[src/rtl/minterm_scanner.sv]
// Walks all 32 input vectors of a 5-input function, captures its response and
// compares it against a golden truth table latched at scan start.
module minterm_scanner #(
    parameter int SETTLE_CYCLES = 1
) (
    input  logic        clk,
    input  logic        rst_n,
    input  logic        start,
    input  logic        f_in,
    input  logic [31:0] expected,
    output logic        X,
    output logic        Y,
    output logic        Z,
    output logic        K,
    output logic        M,
    output logic        busy,
    output logic        done,
    output logic [31:0] truth_table,
    output logic [5:0]  ones_count,
    output logic        mismatch,
    output logic [4:0]  first_mismatch_idx
);

    typedef enum logic [1:0] {
        IDLE,
        DRIVE,
        SAMPLE,
        DONE
    } state_t;

    state_t      r_state;
    state_t      w_nextState;
    logic [4:0]  r_idx;
    logic [3:0]  r_settle;
    logic [31:0] r_expected;
    logic [31:0] r_truthTable;
    logic [5:0]  r_onesCount;
    logic        r_mismatch;
    logic [4:0]  r_firstMismatchIdx;
    logic        w_settleDone;

    assign w_settleDone = (r_settle == 4'(SETTLE_CYCLES - 1));

    always_ff @(posedge clk) begin
        if (!rst_n) begin
            r_state <= IDLE;
        end else begin
            r_state <= w_nextState;
        end
    end

    always_comb begin
        w_nextState     = r_state;
        busy            = 1'b0;
        done            = 1'b0;
        {X, Y, Z, K, M} = 5'd0;
        case (r_state)
            IDLE: begin
                if (start) begin
                    w_nextState = DRIVE;
                end
            end
            DRIVE: begin
                busy            = 1'b1;
                {X, Y, Z, K, M} = r_idx;
                if (w_settleDone) begin
                    w_nextState = SAMPLE;
                end
            end
            SAMPLE: begin
                busy            = 1'b1;
                {X, Y, Z, K, M} = r_idx;
                w_nextState     = (r_idx == 5'd31) ? DONE : DRIVE;
            end
            DONE: begin
                done        = 1'b1;
                w_nextState = IDLE;
            end
            default: w_nextState = IDLE;
        endcase
    end

    // Results are only touched at scan start and in SAMPLE, so they hold after done.
    always_ff @(posedge clk) begin
        if (!rst_n) begin
            r_idx              <= 5'd0;
            r_settle           <= 4'd0;
            r_expected         <= 32'd0;
            r_truthTable       <= 32'd0;
            r_onesCount        <= 6'd0;
            r_mismatch         <= 1'b0;
            r_firstMismatchIdx <= 5'd0;
        end else begin
            case (r_state)
                IDLE: begin
                    if (start) begin
                        r_expected         <= expected;
                        r_truthTable       <= 32'd0;
                        r_onesCount        <= 6'd0;
                        r_mismatch         <= 1'b0;
                        r_firstMismatchIdx <= 5'd0;
                        r_idx              <= 5'd0;
                        r_settle           <= 4'd0;
                    end
                end
                DRIVE: begin
                    r_settle <= w_settleDone ? 4'd0 : r_settle + 4'd1;
                end
                SAMPLE: begin
                    r_truthTable[r_idx] <= f_in;
                    r_onesCount         <= r_onesCount + {5'd0, f_in};
                    if ((f_in != r_expected[r_idx]) && !r_mismatch) begin
                        r_mismatch         <= 1'b1;
                        r_firstMismatchIdx <= r_idx;
                    end
                    if (r_idx != 5'd31) begin
                        r_idx <= r_idx + 5'd1;
                    end
                end
                DONE: begin
                    r_idx <= 5'd0;
                end
                default: r_idx <= 5'd0;
            endcase
        end
    end

    assign truth_table        = r_truthTable;
    assign ones_count         = r_onesCount;
    assign mismatch           = r_mismatch;
    assign first_mismatch_idx = r_firstMismatchIdx;

endmodule

[config.mk]
export PLATFORM = sky130hd
export DESIGN_NAME = minterm_scanner
export DESIGN_NICKNAME = d
export VERILOG_FILES = /design/src/rtl/minterm_scanner.sv
export SDC_FILE = /design/constraint.sdc
export NUM_CORES = 1
export LEC_CHECK = 0
export BUFFER_PORTS_ARGS = -buffer_cell sky130_fd_sc_hd__buf_2
export CAP_MARGIN = 5
export CORE_ASPECT_RATIO = 2
export CORE_MARGIN = 8
export CORE_UTILIZATION = 55
export DETAILED_ROUTE_END_ITERATION = 7
export GPL_TIMING_DRIVEN = 0
export MAX_ROUTING_LAYER = met4
export PLACE_DENSITY_LB_ADDON = 0.3
export SLEW_MARGIN = 40
export SYNTH_ARGS = -nofsm -noshare
export SYNTH_HDL_FRONTEND = slang
export SYNTH_SLANG_ARGS = --single-unit
export TNS_END_PERCENT = 20
[constraint.sdc]
create_clock -name clk -period 2.8 [get_ports clk]
set_input_delay 0.28 -clock clk [delete_from_list [all_inputs] [get_ports clk]]
set_output_delay 0.28 -clock clk [all_outputs]
set_load 0.005 [all_outputs]
; ---- Word-level counts from Yosys, hierarchy flattened
; Index checks and enable logic that the tools add are counted.
; W data, S select, Z words.
[op_classes]
eq_ne = 10
n_lt_le_gt_ge = 2
mux = 31
n_addsub = 3
n_reduce_logical = 15
[op_table]
columns = op, n
row1 = $pmux W32 S2, 1
row2 = $bwmux W32, 1
row3 = $mux W32, 1
row4 = $mux W5, 3
row5 = $pmux W5 S3, 1
row6 = $pmux W6 S2, 1
row7 = $mux W1, 11
row8 = $pmux W5 S2, 1
row9 = $mux W4, 2
row10 = $ne A2 B2 Y1 const B, 4
row11 = $pmux W2 S4, 1
row12 = $pmux W4 S2, 1
row13 = $reduce_and A2 Y1, 4
row14 = $add A6 B1 Y6, 1
row15 = $lt A5 B6 Y1 const B, 1
row16 = $mux W2, 3
row17 = $mux W6, 1
row18 = $reduce_and A3 Y1, 2
row19 = $add A5 B1 Y5 const B, 1
row20 = $bmux W1 S5, 1
row21 = $demux W1 S5, 1
row22 = $eq A5 B5 Y1 const B, 1
row23 = $ge A5 B1 Y1 const B, 1
row24 = $ne A5 B5 Y1 const B, 1
row25 = other kinds (12), 15
[word_totals]
regBits = 87
input_bits = 36
output_inout_bits = 51

; ---- Logic depth before layout (Yosys ltp)
[logic_depth]
word_depth = 6
depth_mapped = 11
depth_no_buf = 9

; ---- Least setup slack after synthesis
; No wires, ideal clock.
[synth_path]
path_type = register to register
startpoint = reg r_idx[0]
endpoint = reg r_firstMismatchIdx[1] (netlist: first_mismatch_idx[1])
synth_period_minus_slack_ps = 2284
arrival_time_ps = 2169
setup_time_ps = 115
n_path_buf = 2
required_ps = 2685
stages_incl_launch_ff = 9
slack_ps = 516
cell_sequence = dfxtp_1 -> buf_6 -> mux4_2 -> a311oi_1 -> o22ai_1 -> or3_4 -> buf_6 -> o2111a_1 -> o21a_1
[synth_via]
elab_chain_len = 6
[synth_lines]
columns = item, line
row1 = from (decl), 33  ; logic [4:0] r_idx;
row2 = from (signal assigned), 117  ; r_idx <= r_idx + 5'd1;
row3 = $bmux W1 S5, 112  ; if ((f_in != r_expected[r_idx]) && !r_mismatch) begin
row4 = $mux W1 (not written as such), 112
row5 = $ne A1 B1 Y1, 112
row6 = $logic_and A1 B1 Y1, 112
row7 = $ne A2 B2 Y1 (no line), -
row8 = $reduce_and A3 Y1 (no line), -
row9 = to (signal assigned), 114  ; r_firstMismatchIdx <= r_idx;
row10 = to (decl), 39  ; logic [4:0] r_firstMismatchIdx;
; Every way passes these cells. The select of a mux whose other input is x is not followed.
; A chain may end at the register's enable or synchronous reset.

; ---- Final worst setup path
; Same ends and word-level chain as after synthesis.

==> run_results.csv <==
group,metric,value,unit
sta,slew_headroom,48.0,%
worst_setup_path,crit_start,"r_idx[0]",
sta,setup_viol,0,
hold_path,hp-class,"in -> reg",
clocking,insertion_delay,0.34,ns
sta,min_period,2.66,ns
clocking,htreeDepth,3,
clocking,clkSinkCount,87,
synth,syn_area,4320,sq um
final_layout,drive_gt1_share,18.9,%
sta,fmax,376,MHz
global_route,antenna_found_initial,0,
final_layout,fill_cells,675,
worst_setup_path,crit_type,"reg -> reg",
synth,yosys.area_share.xor_xnor,2.03,%
synth,synthAdderAreaFrac,3.77,%
synth,synthArstFlopShare,0,%
global_route,track_usage,22.4,%
synth,synth.distinct_cells,43,
synth,yosys.area_share.simple,20.6,%
synth,yosys.area.top_type,"dfxtp_1",
drt,drtIter0Drc,295,
power_and_ir_drop,ir_drop,0.445,mV
global_route,gr-total-overflow,0,
floorplan,coreArea,7770,sq um
synth,synth-seq-cells,87,
floorplan,rows,46,
drt,via_per_inst,5.70,
sta,fin_skew,0.00497,ns
worst_setup_path,startpoint_type,"flop",
clocking,ctsHoldBuffers,0,
placed_design,io_buffers,85,
worst_setup_path,critPathMaxFanout,10,
clocking,cts.root.buffer_cell,"clkbuf_16",
sta,min_period_over_period,95.0,%
clocking,path_clk_slew,0.06,ns
synth,synthCells,530,
synth,syn_area_per_cell,8.14,sq um
worst_setup_path,cp-end-kind,"flop",
sta,holdWs,0.184,ns
drt,wl,11.9,mm
drt,vias,4145,
synth,synth_top_family_by_area,"compound AO/OA/AOI/OAI gates",
clocking,cts_tree,"built",
synth,synth_nets,579,
sta,slew_viol_final,0,
synth,synth_compound_gate_area_share,23.9,%
status,status,"completed",
final_layout,final_common_cell,"nand2_1",
global_route,grt_max_degree,15,
synth,muxShareOfSynthArea,4.58,%
floorplan,die_area,11100,sq um
synth,synthFlopType,"dfxtp_1",
synth,synthTopCellsByArea,"dfxtp_1 40%, o21ai_0 7.8%, nand2_1 7.7%",
drt,drtPass1Iterations,5,
power_and_ir_drop,leakagePower,2.20,nW
final_layout,num-nets-final,675,
final_layout,final_cell_mix,"89 x nand2_1, 88 x buf_2, 87 x dfxtp_1",
floorplan,die_h,141,microns
sta,hold_viol,0,
global_route,grt_pass1_wl,19.6,mm
worst_setup_path,r2r-start,"r_idx[0]",
synth,synth_edf_count,0,
drt,ant_nets,0,
floorplan,pin_count,87,
floorplan,initial_utilization,55.6,%
synth,ys_seq_area_share,40.3,%
final_layout,num_antenna_cells,0,
sta,tns,0,ns
clocking,numCtsBuffers,9,
power_and_ir_drop,pwr_density_cell,645,nW/um^2
placed_design,place_congestion,0.916,
hold_path,min-delay-start,"expected[22]",
global_route,grt_pass1_vias,4051,
synth,synth_top_area_share,40.3,%
worst_setup_path,cp.required,3.03,ns
sta,rsz0062_at_grt,"false",
placed_design,dp_hpwl,8.48,mm
drt,drt-wirelength-per-cell,16.3,microns
synth,synth_warnings,0,
drt,drc,0,
worst_setup_path,arrival,2.89,ns
sta,worst_pin_slew,0.779,ns
run,drv_cap,0,
final_layout,areaGrowthSynthToFinish,21.9,%
floorplan,fp.dieW,78.6,microns
clocking,clockBufferDepth,2,
-- final timing paths --
kind | to | slack, ns | cells past startpoint
setup / recovery | first_mismatch_idx[1] | 0.14 | 10
hold / removal | r_expected[22] | 0.18 | 3
setup reg to reg | first_mismatch_idx[1] | 0.14 | 10
hold reg to reg | r_expected[23] | 0.46 | 2
-- sequential cells by signal (all words and copies together), names as in the netlist --
signal / flops
r_state: 2
mismatch: 1
r_idx: 5
first_mismatch_idx: 5
r_settle: 4
r_expected: 32
truth_table: 32
ones_count: 6
-- critical path, cell delays in order, from the launching register on --
cell	delay, ns
dfxtp_1	0.40
buf_6	0.18
buf_2	0.30
mux2i_1	0.30
o32ai_1	0.13
a211oi_1	0.23
o22ai_1	0.15
or3_4	0.40
buf_6	0.15
o2111a_1	0.12
o21a_1	0.18
-- cells in the mapped netlist (2+ instances only) --
master / number
xnor2_1: 4
or2_2: 3
buf_6: 2
and2_1: 37
nor3_1: 6
inv_1: 8
a211oi_1: 2
dfxtp_1: 87
nand3_1: 7
mux4_2: 2
a211oi_2: 3
mux2_2: 2
a21oi_1: 31
nand4_1: 5
o22ai_1: 3
o21a_1: 5
mux2i_1: 13
o2111a_1: 4
nor2b_1: 9
buf_2: 3
clkbuf_1: 37
ha_1: 13
a31oi_1: 2
nand2b_1: 3
o21ai_0: 67
a22oi_1: 2
nand2_1: 89
a21boi_0: 36
xor2_1: 6
a32oi_1: 3
and3_1: 5
nor2_1: 20
-- per-layer routing --
layer	track usage, %	routed length (microns)
met2	35.2	5800
met5	-	0
met3	5.51	778
met4	10.4	282
met1	26.2	5030
-- stage by stage --
stage	setup WS (ns)	cells	util [%]	power (mW)	instance area, sq um
finish	0.140	727	67.7	3.39	5260
floorplan	0.516	530	-	1.70	4320
global placement	0.189	711	62.6	1.84	4860
global route	0.0350	727	67.7	3.53	5260
detailed placement	0.170	711	62.6	1.85	4860
CTS	0.143	727	67.6	3.41	5260
-- area by class of cell --
cell class,instances,area [sq um],share of cell area [%]
inverter,8,30.0,0.571
tap,96,120,2.28
timing repair buffer,85,425,8.09
clock buffer,10,239,4.54
clock inverter,6,155,2.95
sequential,87,1740,33.1
buffer,42,176,3.35
multi-input combinational,393,2370,45.1
-- repair_timing --
| item | 4_1_cts | 5_1_grt |
|---|---|---|
| gates resized for setup | 0 | 1 |
| setup endpoints to repair | 0 | 5 |
| setup buffers | 0 | 0 |
-- cells by family (layout without fill, tap and decap cells) --
family / after synthesis / in the layout
flops: 87 / 87
simple gates: 187 / 187
xor+xnor: 10 / 10
fa+ha+maj: 13 / 13
compound gates: 166 / 166
buf+inv: 50 / 151
mux: 17 / 17
-- power by group --
group | internal (mW) | switching, mW | total (mW)
logic | 0.180 | 0.335 | 0.515
clock network | 1.07 | 0.479 | 1.55
registers | 1.29 | 0.0331 | 1.32
total | 2.55 | 0.847 | 3.39
(Power assumes the default switching activity.)
